$ cat config.mk
export PLATFORM = sky130hd
export DESIGN_NAME = bpred_update_queue
export DESIGN_NICKNAME = d
export VERILOG_FILES = /design/src/rtl/bpred_pkg.sv /design/src/rtl/bpred_meta_fifo.sv /design/src/rtl/bpred_update_queue.sv
export SDC_FILE = /design/constraint.sdc
export NUM_CORES = 1
export LEC_CHECK = 0
export ABC_AREA = 1
export CAP_MARGIN = 10
export CORE_ASPECT_RATIO = 2
export CORE_MARGIN = 2
export CORE_UTILIZATION = 30
export DETAILED_ROUTE_END_ITERATION = 10
export PLACE_DENSITY_LB_ADDON = 0.12
export SLEW_MARGIN = 25
export SYNTH_ARGS = -nofsm -noshare
export SYNTH_HDL_FRONTEND = slang
export SYNTH_SLANG_ARGS = --single-unit
export TNS_END_PERCENT = 1
$ cat constraint.sdc
create_clock -name clk -period 7 [get_ports clk]
set_input_delay 1.4 -clock clk [delete_from_list [all_inputs] [get_ports clk]]
set_output_delay 1.4 -clock clk [all_outputs]
set_load 0.02 [all_outputs]
$ cat src/rtl/bpred_pkg.sv
// Shared layout and constants for the branch-predictor update queue.
// One queue entry holds the fetch-time prediction metadata needed at execute.
package bpred_pkg;

    localparam int DEPTH     = 8;
    localparam int PTR_W     = 3;
    localparam int PC_W      = 32;
    localparam int BIMODAL_W = 12;
    localparam int CARRY_W   = 9;
    localparam int ENTRY_W   = PC_W + PC_W + BIMODAL_W + CARRY_W + 1;

    localparam logic [3:0] BE_BIMODAL = 4'b0001;
    localparam logic [3:0] BE_FULL    = 4'b1111;

    typedef struct packed {
        logic [PC_W-1:0]      pc4;
        logic [PC_W-1:0]      p_target;
        logic [BIMODAL_W-1:0] bimodal;
        logic [CARRY_W-1:0]   bit_carry;
        logic                 p_dir;
    } bpred_entry_t;

    // Bimodal metadata is {index[9:0], counter[1:0]}.
    function automatic logic [9:0] bimodal_index(input logic [BIMODAL_W-1:0] b);
        return b[BIMODAL_W-1:2];
    endfunction

endpackage

$ cat src/rtl/bpred_meta_fifo.sv
// Synchronous FIFO for in-flight prediction metadata, with a one-cycle flush.
// Flush discards all entries by snapping the read pointer to the write pointer.
module bpred_meta_fifo #(
    parameter int DEPTH = 8,
    parameter int PTR_W = 3,
    parameter int W     = 86
) (
    input  logic             clk,
    input  logic             reset,
    input  logic             push,
    input  logic [W-1:0]     wdata,
    input  logic             pop,
    input  logic             flush,
    output logic [W-1:0]     rdata,
    output logic [PTR_W:0]   count,
    output logic             empty
);
    logic [W-1:0]     mem [DEPTH];
    logic [PTR_W-1:0] wr_ptr, rd_ptr;
    logic             full, do_push, do_pop;

    assign full    = (count == DEPTH[PTR_W:0]);
    assign empty   = (count == '0);
    assign do_push = push & ~full & ~flush;
    assign do_pop  = pop & ~empty & ~flush;
    assign rdata   = mem[rd_ptr];

    always_ff @(posedge clk) begin
        if (do_push) mem[wr_ptr] <= wdata;
    end

    always_ff @(posedge clk) begin
        if (!reset) begin
            wr_ptr <= '0;
            rd_ptr <= '0;
            count  <= '0;
        end else if (flush) begin
            rd_ptr <= wr_ptr;
            count  <= '0;
        end else begin
            if (do_push) wr_ptr <= wr_ptr + 1'b1;
            if (do_pop)  rd_ptr <= rd_ptr + 1'b1;
            case ({do_push, do_pop})
                2'b10:   count <= count + 1'b1;
                2'b01:   count <= count - 1'b1;
                default: ;
            endcase
        end
    end
endmodule

$ cat src/rtl/bpred_update_queue.sv
// Execute-side predictor update queue: resolves stored predictions against the
// actual outcome, registers the predictor write packet and redirects on a miss.
module bpred_update_queue
    import bpred_pkg::*;
(
    input  logic                 clk,
    input  logic                 reset,
    input  logic                 fetch_valid,
    input  logic [31:0]          fetch_PC4,
    input  logic                 fetch_p_dir,
    input  logic [31:0]          fetch_p_target,
    input  logic [BIMODAL_W-1:0] fetch_bimodal,
    input  logic [CARRY_W-1:0]   fetch_bit_carry,
    output logic                 queue_full,
    input  logic                 execute_valid,
    input  logic                 execute_is_branch,
    input  logic                 execute_dir,
    input  logic [31:0]          execute_target,
    input  logic                 soin_bpredictor_stall,
    output logic                 execute_bpredictor_update,
    output logic [31:0]          execute_bpredictor_PC4,
    output logic [31:0]          execute_bpredictor_target,
    output logic                 execute_bpredictor_dir,
    output logic                 execute_bpredictor_miss,
    output logic [BIMODAL_W-1:0] execute_bpredictor_bimodal,
    output logic [29:0]          up_btb_data,
    output logic [CARRY_W-1:0]   up_carry_data,
    output logic [3:0]           byte_en,
    output logic                 redirect_valid,
    output logic [31:0]          redirect_PC,
    output logic                 queue_err
);
    bpred_entry_t   wr_entry, rd_entry;
    logic [PTR_W:0] count;
    logic           empty, deq_req, deq_fire, enq_fire, flush;
    logic           dir_eff, tgt_mismatch, miss, btb_write;

    assign wr_entry = '{pc4: fetch_PC4, p_target: fetch_p_target, bimodal: fetch_bimodal,
                        bit_carry: fetch_bit_carry, p_dir: fetch_p_dir};

    assign queue_full = (count == DEPTH[PTR_W:0]);
    assign deq_req    = execute_valid & ~soin_bpredictor_stall;
    assign deq_fire   = deq_req & ~empty;

    // A non-branch never actually redirects, so a predicted-taken one is a miss.
    assign dir_eff      = execute_is_branch & execute_dir;
    assign tgt_mismatch = (rd_entry.p_target != execute_target);
    assign miss         = (rd_entry.p_dir != dir_eff) | (rd_entry.p_dir & dir_eff & tgt_mismatch);
    assign btb_write    = dir_eff & (~rd_entry.p_dir | tgt_mismatch);
    assign flush        = deq_fire & miss;
    assign enq_fire     = fetch_valid & ~queue_full & ~flush;

    bpred_meta_fifo #(.DEPTH(DEPTH), .PTR_W(PTR_W), .W(ENTRY_W)) u_fifo (
        .clk   (clk),
        .reset (reset),
        .push  (enq_fire),
        .wdata (wr_entry),
        .pop   (deq_fire),
        .flush (flush),
        .rdata (rd_entry),
        .count (count),
        .empty (empty)
    );

    always_ff @(posedge clk) begin
        if (!reset) begin
            execute_bpredictor_update  <= 1'b0;
            execute_bpredictor_PC4     <= '0;
            execute_bpredictor_target  <= '0;
            execute_bpredictor_dir     <= 1'b0;
            execute_bpredictor_miss    <= 1'b0;
            execute_bpredictor_bimodal <= '0;
            up_btb_data                <= '0;
            up_carry_data              <= '0;
            byte_en                    <= '0;
            redirect_valid             <= 1'b0;
            redirect_PC                <= '0;
            queue_err                  <= 1'b0;
        end else begin
            redirect_valid <= flush;
            redirect_PC    <= flush ? (dir_eff ? execute_target : rd_entry.pc4) : '0;
            if (deq_req & empty) queue_err <= 1'b1;
            if (deq_fire) begin
                execute_bpredictor_update  <= execute_is_branch;
                execute_bpredictor_PC4     <= rd_entry.pc4;
                execute_bpredictor_target  <= execute_target;
                execute_bpredictor_dir     <= dir_eff;
                execute_bpredictor_miss    <= miss;
                execute_bpredictor_bimodal <= rd_entry.bimodal;
                up_btb_data                <= btb_write ? execute_target[31:2] : '0;
                up_carry_data              <= rd_entry.bit_carry;
                byte_en                    <= btb_write ? BE_FULL : BE_BIMODAL;
            end else if (!soin_bpredictor_stall) begin
                // Packet is a one-cycle event; a stalled predictor keeps it visible.
                execute_bpredictor_update  <= 1'b0;
                execute_bpredictor_PC4     <= '0;
                execute_bpredictor_target  <= '0;
                execute_bpredictor_dir     <= 1'b0;
                execute_bpredictor_miss    <= 1'b0;
                execute_bpredictor_bimodal <= '0;
                up_btb_data                <= '0;
                up_carry_data              <= '0;
                byte_en                    <= '0;
            end
        end
    end
endmodule
* Word level (Yosys, flattened, before mapping)
Memory sizes are Yosys's and may differ from the RTL's. A register that Yosys moved wholly into a read port is not among the register bits.
Index checks and enable logic that the tools add are counted.
** Word-level totals
- Output and inout bits :: 157
- Logic and storage cells :: 79
- Flip-flop bits (word level) :: 166
- Memories kept :: 1
- Memory bits (writable) :: 688
** Memory list
- u_fifo.mem :: depth 8, width 86, read ports 1, clocked after Yosys merged registers in 1, write ports 1, line bpred_meta_fifo.sv:18 : logic [W-1:0] mem [DEPTH];
** Cells by class
- $add $sub $neg :: 4
- Eq/ne operators :: 6
- Bitwise gates (word level) :: 22
- Muxes and demuxes :: 25
- Reductions and logical operators :: 6
** Operators by type and width (number)
- 32-bit 2-to-1 mux :: 4
- 30-bit 2-to-1 mux :: 3
- 32-bit != test :: 1
- 12-bit 2-to-1 mux :: 2
- 9-bit 2-to-1 mux :: 2
- 1-bit bitwise AND :: 14
- 3-bit 2-to-1 mux :: 4
- 4-bit 2-to-1 mux :: 3
- 4-bit one-hot mux with 2 select lines :: 1
- 3-bit by 1-bit adder with 3-bit output (second input constant) :: 2
- 1-bit 2-to-1 mux :: 6
- 1-bit inverter :: 6
- 4-bit by 1-bit adder with 4-bit output (second input constant) :: 1
- 4-bit equality test (second input constant) :: 1
- 4-bit zero test :: 1
- 2-bit AND reduction :: 2
- 2-bit nonzero test :: 2
- 4-bit by 1-bit subtractor with 4-bit output (second input constant) :: 1
- 2-bit by 1-bit equality test with 1-bit output (second input constant) :: 1
- 2-bit equality test (second input constant) :: 1
- 2-bit by 1-bit != test with 1-bit output (second input constant) :: 1
- 1-bit OR :: 2
- 2-bit OR reduction :: 1
- 1-bit != test :: 1

* Longest topological paths before layout
- Depth in word-level cells :: 11
- Depth in mapped cells :: 30
- Gate-level depth less buffers :: 28

* Hierarchy
From an unflattened synthesis, not the netlist that was laid out.
** Second synthesis, totals
- Cells, all modules :: 2900
- Area, all modules :: 33378.3 um2
** Modules (own cells, without submodules)
- bpred_meta_fifo :: cells each 2222, sequential area each 20920.1 um2, area an instance 27590.2 um2, times used 1
- bpred_update_queue :: cells each 678, sequential area each 3083.0 um2, area an instance 5788.1 um2, times used 1

* Least setup slack after synthesis
No wires, ideal clock.
- Path kind :: in2reg
- Start point :: input execute_target[28]
- End point :: memory u_fifo.mem[1][0], enable pin
- Setup time :: 0.532 ns
- Buffers on the path :: 0
- Arrival :: 5.940 ns
- Required time :: 6.468 ns
- Stages on the path :: 12
- Slack :: 0.528 ns
- Cells stage by stage :: nand3b_1 > nand2_1 > nand3_1 > nor2_1 > nand2_1 > nor2_1 > nand2_1 > nand2_2 > nand2_4 > nand2_4 > nand3_1 > nor2_1
** Between the ends
- Longest elaborated chain between the ends :: 10
** Ends and longest elaborated chain
- from (decl) :: line bpred_update_queue.sv:18 : input logic [31:0] execute_target,
- 32-bit != test * :: line bpred_update_queue.sv:47 : assign tgt_mismatch = (rd_entry.p_target != execute_target);
- 1-bit bitwise AND * :: line bpred_update_queue.sv:48 : assign miss = (rd_entry.p_dir != dir_eff) | (rd_entry.p_dir & dir_eff & tgt_mismatch);
- 1-bit OR * :: line bpred_update_queue.sv:48
- 1-bit bitwise AND * :: line bpred_update_queue.sv:50 : assign flush = deq_fire & miss;
- 1-bit inverter (no line) *
- 1-bit bitwise AND :: line bpred_update_queue.sv:51 : assign enq_fire = fetch_valid & ~queue_full & ~flush;
- 1-bit bitwise AND :: line bpred_meta_fifo.sv:24 : assign do_push = push & ~full & ~flush;
- 1-bit bitwise AND * :: line bpred_meta_fifo.sv:24
- 1-bit 2-to-1 mux * :: line bpred_meta_fifo.sv:29 : if (do_push) mem[wr_ptr] <= wdata;
- 1-bit 2-to-1 mux (implied by the code) * :: line bpred_meta_fifo.sv:29
- to (decl) :: line bpred_meta_fifo.sv:18
Mark *: on every way between the ends. The rest lies on a longest branch, timed or not.

==> flow_metrics.py <==
metrics = {
    "drt": {
        "top_layer": "met5",
        "drt_iter0_drc": 1453,
        "drt-met1-wl_um": 46020,
        "dr_wl_met2_um": 46700,
        "viasPerCell": 4.767,
        "wl_um": 102400,
        "drc": 0,
        "drtPass1Iterations": 6,
        "ant_nets": 0,
        "vias": 22220,
        "routedWlPerCell_um": 21.96,
        "wl_met3_um": 7266,
    },
    "pwr": {
        "ir_drop_mv": 0.1719,
        "power.density_nw_per_um2": 275.0,
        "p_leak_nw": 14.46,
    },
    "setup_path": {
        "worst_path_max_delay_cell": "nor2_4",
        "crit_path_frequent_cell": "nand2_1",
        "start_kind": "flip-flop",
        "cp_max_fo": 136,
        "crit_arrival_ns": 5.14,
        "path_buf_inv": 2,
        "cp_slowest_stage_delay_ns": 0.77,
        "worstPathCellList": "buf_12, nand2_1, nand2_1, nand2_1, nand3_1, nand3_1, nand2_1, nand2_1, nor2_1, nand2_1, nor2_1, nand2_1, nand2_2, nand2_4, nand2_4, nand3_1, nor2_4, buf_12",
        "crit_required_ns": 7.35,
        "endpoint_kind": "flip-flop",
        "crit_family": "simple AND/OR/NAND/NOR gates",
        "crit_type": "flip-flop to flip-flop",
    },
    "sta": {
        "setup_viol": 0,
        "worstMarginPinSlew_ns": 1.108,
        "finClkSkew_ns": 0.02150,
        "fmax_mhz": 208.8,
        "setup_tns_ns": 0,
        "timing.final.crit_period_ns": 4.789,
        "final.period_utilization": 0.6841,
        "hold-worst-slack_ns": 0.4493,
        "slew_headroom": 0.2611,
        "rsz0062_at_grt": "false",
        "finalMaxSlewViolations": 0,
        "hold_viol": 0,
    },
    "grt": {
        "grt_pass1_wl_um": 150500,
        "grt_pass1_vias": 21799,
        "track_usage": 0.1793,
        "grt_start_max_net_pins": 174,
        "antenna_found_initial": 16,
        "grt_overflow": 0,
    },
    "place": {
        "place_hpwl_um": 60130,
        "globalplace.congestion": 0.7985,
        "io_buffers": 281,
        "place_area_um2": 37770,
        "placedCellCount": 4502,
    },
    "logic_synthesis": {
        "synth_edf_count": 688,
        "yosysUniqueCellTypes": 33,
        "yosys_warnings": 0,
        "synthArstFlopShare": 0,
        "syn-num-nets": 3008,
        "synth_seq_cells": 855,
        "syn_area_um2": 33350,
        "yosysSeqAreaShare": 0.7197,
        "synthCells": 2876,
        "ys.flop_type": "edfxtp_1",
        "syn_area_per_cell_um2": 11.60,
    },
    "cts": {
        "cts_resized": 0,
        "cts_tree": "done",
        "cts_buffer_depth": 3,
        "hold_buffers": 0,
        "htree_num_levels": 3,
        "clock-sinks": 855,
        "cts_made_buffers": 85,
        "clkSlewWorstSetupHoldPaths_ns": 0.06,
        "root_buffer": "clkbuf_16",
        "insertion_delay_ns": 0.67,
        "postCtsSetupBuffers": 0,
    },
    "floorplan": {
        "die_h_um": 475.5,
        "design.portCount": 282,
        "placeableCoreArea_um2": 110600,
        "start_util": 0.3015,
        "row_count": 173,
        "die_area_um2": 114000,
        "die-width_um": 239.8,
    },
    "cells_and_area": {
        "seqCellArea_um2": 24010,
        "stdcell_area_um2": 40510,
        "finalNetCount": 3234,
        "area_growth_pct": 21.46,
        "drive_above_1_share": 0.06088,
        "post_layout_nonfiller_instances": 4661,
        "multi_input_area_um2": 7875,
        "nFillCells": 10920,
    },
    "job": {
        "maxCapViolCount": 0,
    },
    "hold_path": {
        "hold_path_class": "flip-flop to flip-flop",
    },
    "run_status": {
        "status": "finished clean",
    },
}
==> placed cells by master (no fill, tap or decap), drive strengths merged, types with 4 or more instances in the layout <==
| cell type | synthesis | layout |
|---|---|---|
| ha | 6 | 6 |
| buf | 63 | 43 |
| diode | 0 | 4 |
| inv | 176 | 179 |
| o21ai | 323 | 323 |
| clkbuf | 120 | 113 |
| nand2 | 537 | 537 |
| nand3 | 314 | 314 |
| o22ai | 35 | 35 |
| a211oi | 33 | 33 |
| clkinv | 1 | 37 |
| edfxtp | 688 | 688 |
| clkdlybuf4s50 | 0 | 279 |
| a21oi | 6 | 6 |
| dfxtp | 167 | 167 |
| o221ai | 74 | 74 |
| nor2 | 316 | 316 |
| nand3b | 6 | 6 |
==> per-layer routing <==
layer,track usage,vias to the layer above
met5,0,-
met4,0.05466,24
met3,0.04005,133
met2,0.2845,626
met1,0.2439,10885
li1,-,10552
==> through the flow <==
step | power [mW] | utilization | setup slack (ns)
after floorplan | 6.292 | - | 0.5282
after global placement | 6.743 | 0.3414 | 1.927
after detailed placement | 6.745 | 0.3414 | 1.917
after CTS | 11.29 | 0.3661 | 2.041
after global routing | 11.55 | 0.3661 | 1.790
final | 11.14 | 0.3662 | 2.211
==> layout make-up <==
cell class	instances	share of cell area
clock inverters	42	0.007135
diodes	4	0.0002471
well taps	1487	0.04593
clock buffers	113	0.06035
flip-flops and latches	855	0.5928
inverters	177	0.01665
multi-input cells	1661	0.1944
repair buffers	322	0.08247
==> cells in the mapped netlist (6+ instances only) <==
cell type  instances  area [um2]
buf_1              8       30.03
dfxtp_1          167        3343
buf_4              8       60.06
o21ai_0          320        1602
inv_1            174       653.1
nand3b_1           6       45.04
buf_2             31       155.2
clkbuf_1         120       450.4
a211oi_1          28       210.2
ha_1               6       75.07
o221ai_1          74       648.1
a21oi_1            6       30.03
nand3_1          313        1567
nor2_1           316        1186
edfxtp_1         688       20660
o22ai_1           35       219.0
buf_6             16       180.2
nand2_1          533        2001
==> worst register-to-register path, cell delays in order, from the launching register on <==
cell	delay [ns]
dfxtp_4	0.74
buf_12	0.56
nand2_1	0.22
nand2_1	0.11
nand2_1	0.05
nand3_1	0.19
nand3_1	0.09
nand2_1	0.08
nand2_1	0.05
nor2_1	0.15
nand2_1	0.08
nor2_1	0.29
nand2_1	0.13
nand2_2	0.11
nand2_4	0.09
nand2_4	0.09
nand3_1	0.31
nor2_4	0.77
buf_12	0.32
==> registers in the layout, summed over array words and instances, names as in the netlist, named ones only <==
register and flops:
u_fifo.count 4, up_carry_data 9, u_fifo.mem 688, execute_bpredictor_update 1, queue_err 1, byte_en 2
execute_bpredictor_dir 1, redirect_PC 32, up_btb_data 30, execute_bpredictor_target 32, execute_bpredictor_miss 1, execute_bpredictor_PC4 32
u_fifo.wr_ptr 3, u_fifo.rd_ptr 3, redirect_valid 1, execute_bpredictor_bimodal 12
==> worst paths after layout <==
kind                            slack (ns)  cells after the start                             to                     startpoint
worst max-delay path                  2.21                     18              u_fifo.mem[1][34]                      flip-flop
worst min-delay path                  0.45                      2  execute_bpredictor_bimodal[8]  execute_bpredictor_bimodal[8]
worst max register to register        2.21                     18              u_fifo.mem[1][34]                      flip-flop
worst min register to register        0.45                      2  execute_bpredictor_bimodal[8]  execute_bpredictor_bimodal[8]
==> kinds of logic after synthesis <==
logic type / count (synthesis) / synth area share
buf+inv: 360 / 0.04626
simple gates: 1178 / 0.1463
compound gates: 472 / 0.08385
flops: 855 / 0.7197
fa+ha+maj: 7 / 0.002851
xor+xnor: 4 / 0.001051
==> power by group <==
part	total [mW]	internal, mW	switching, mW	leakage, nW
clock network	4.52	2.56	1.96	1.36
logic	0.928	0.281	0.646	5.50
registers	5.69	5.64	0.0524	7.60
total	11.1	8.48	2.66	14.5
(Power assumes the default switching activity.)
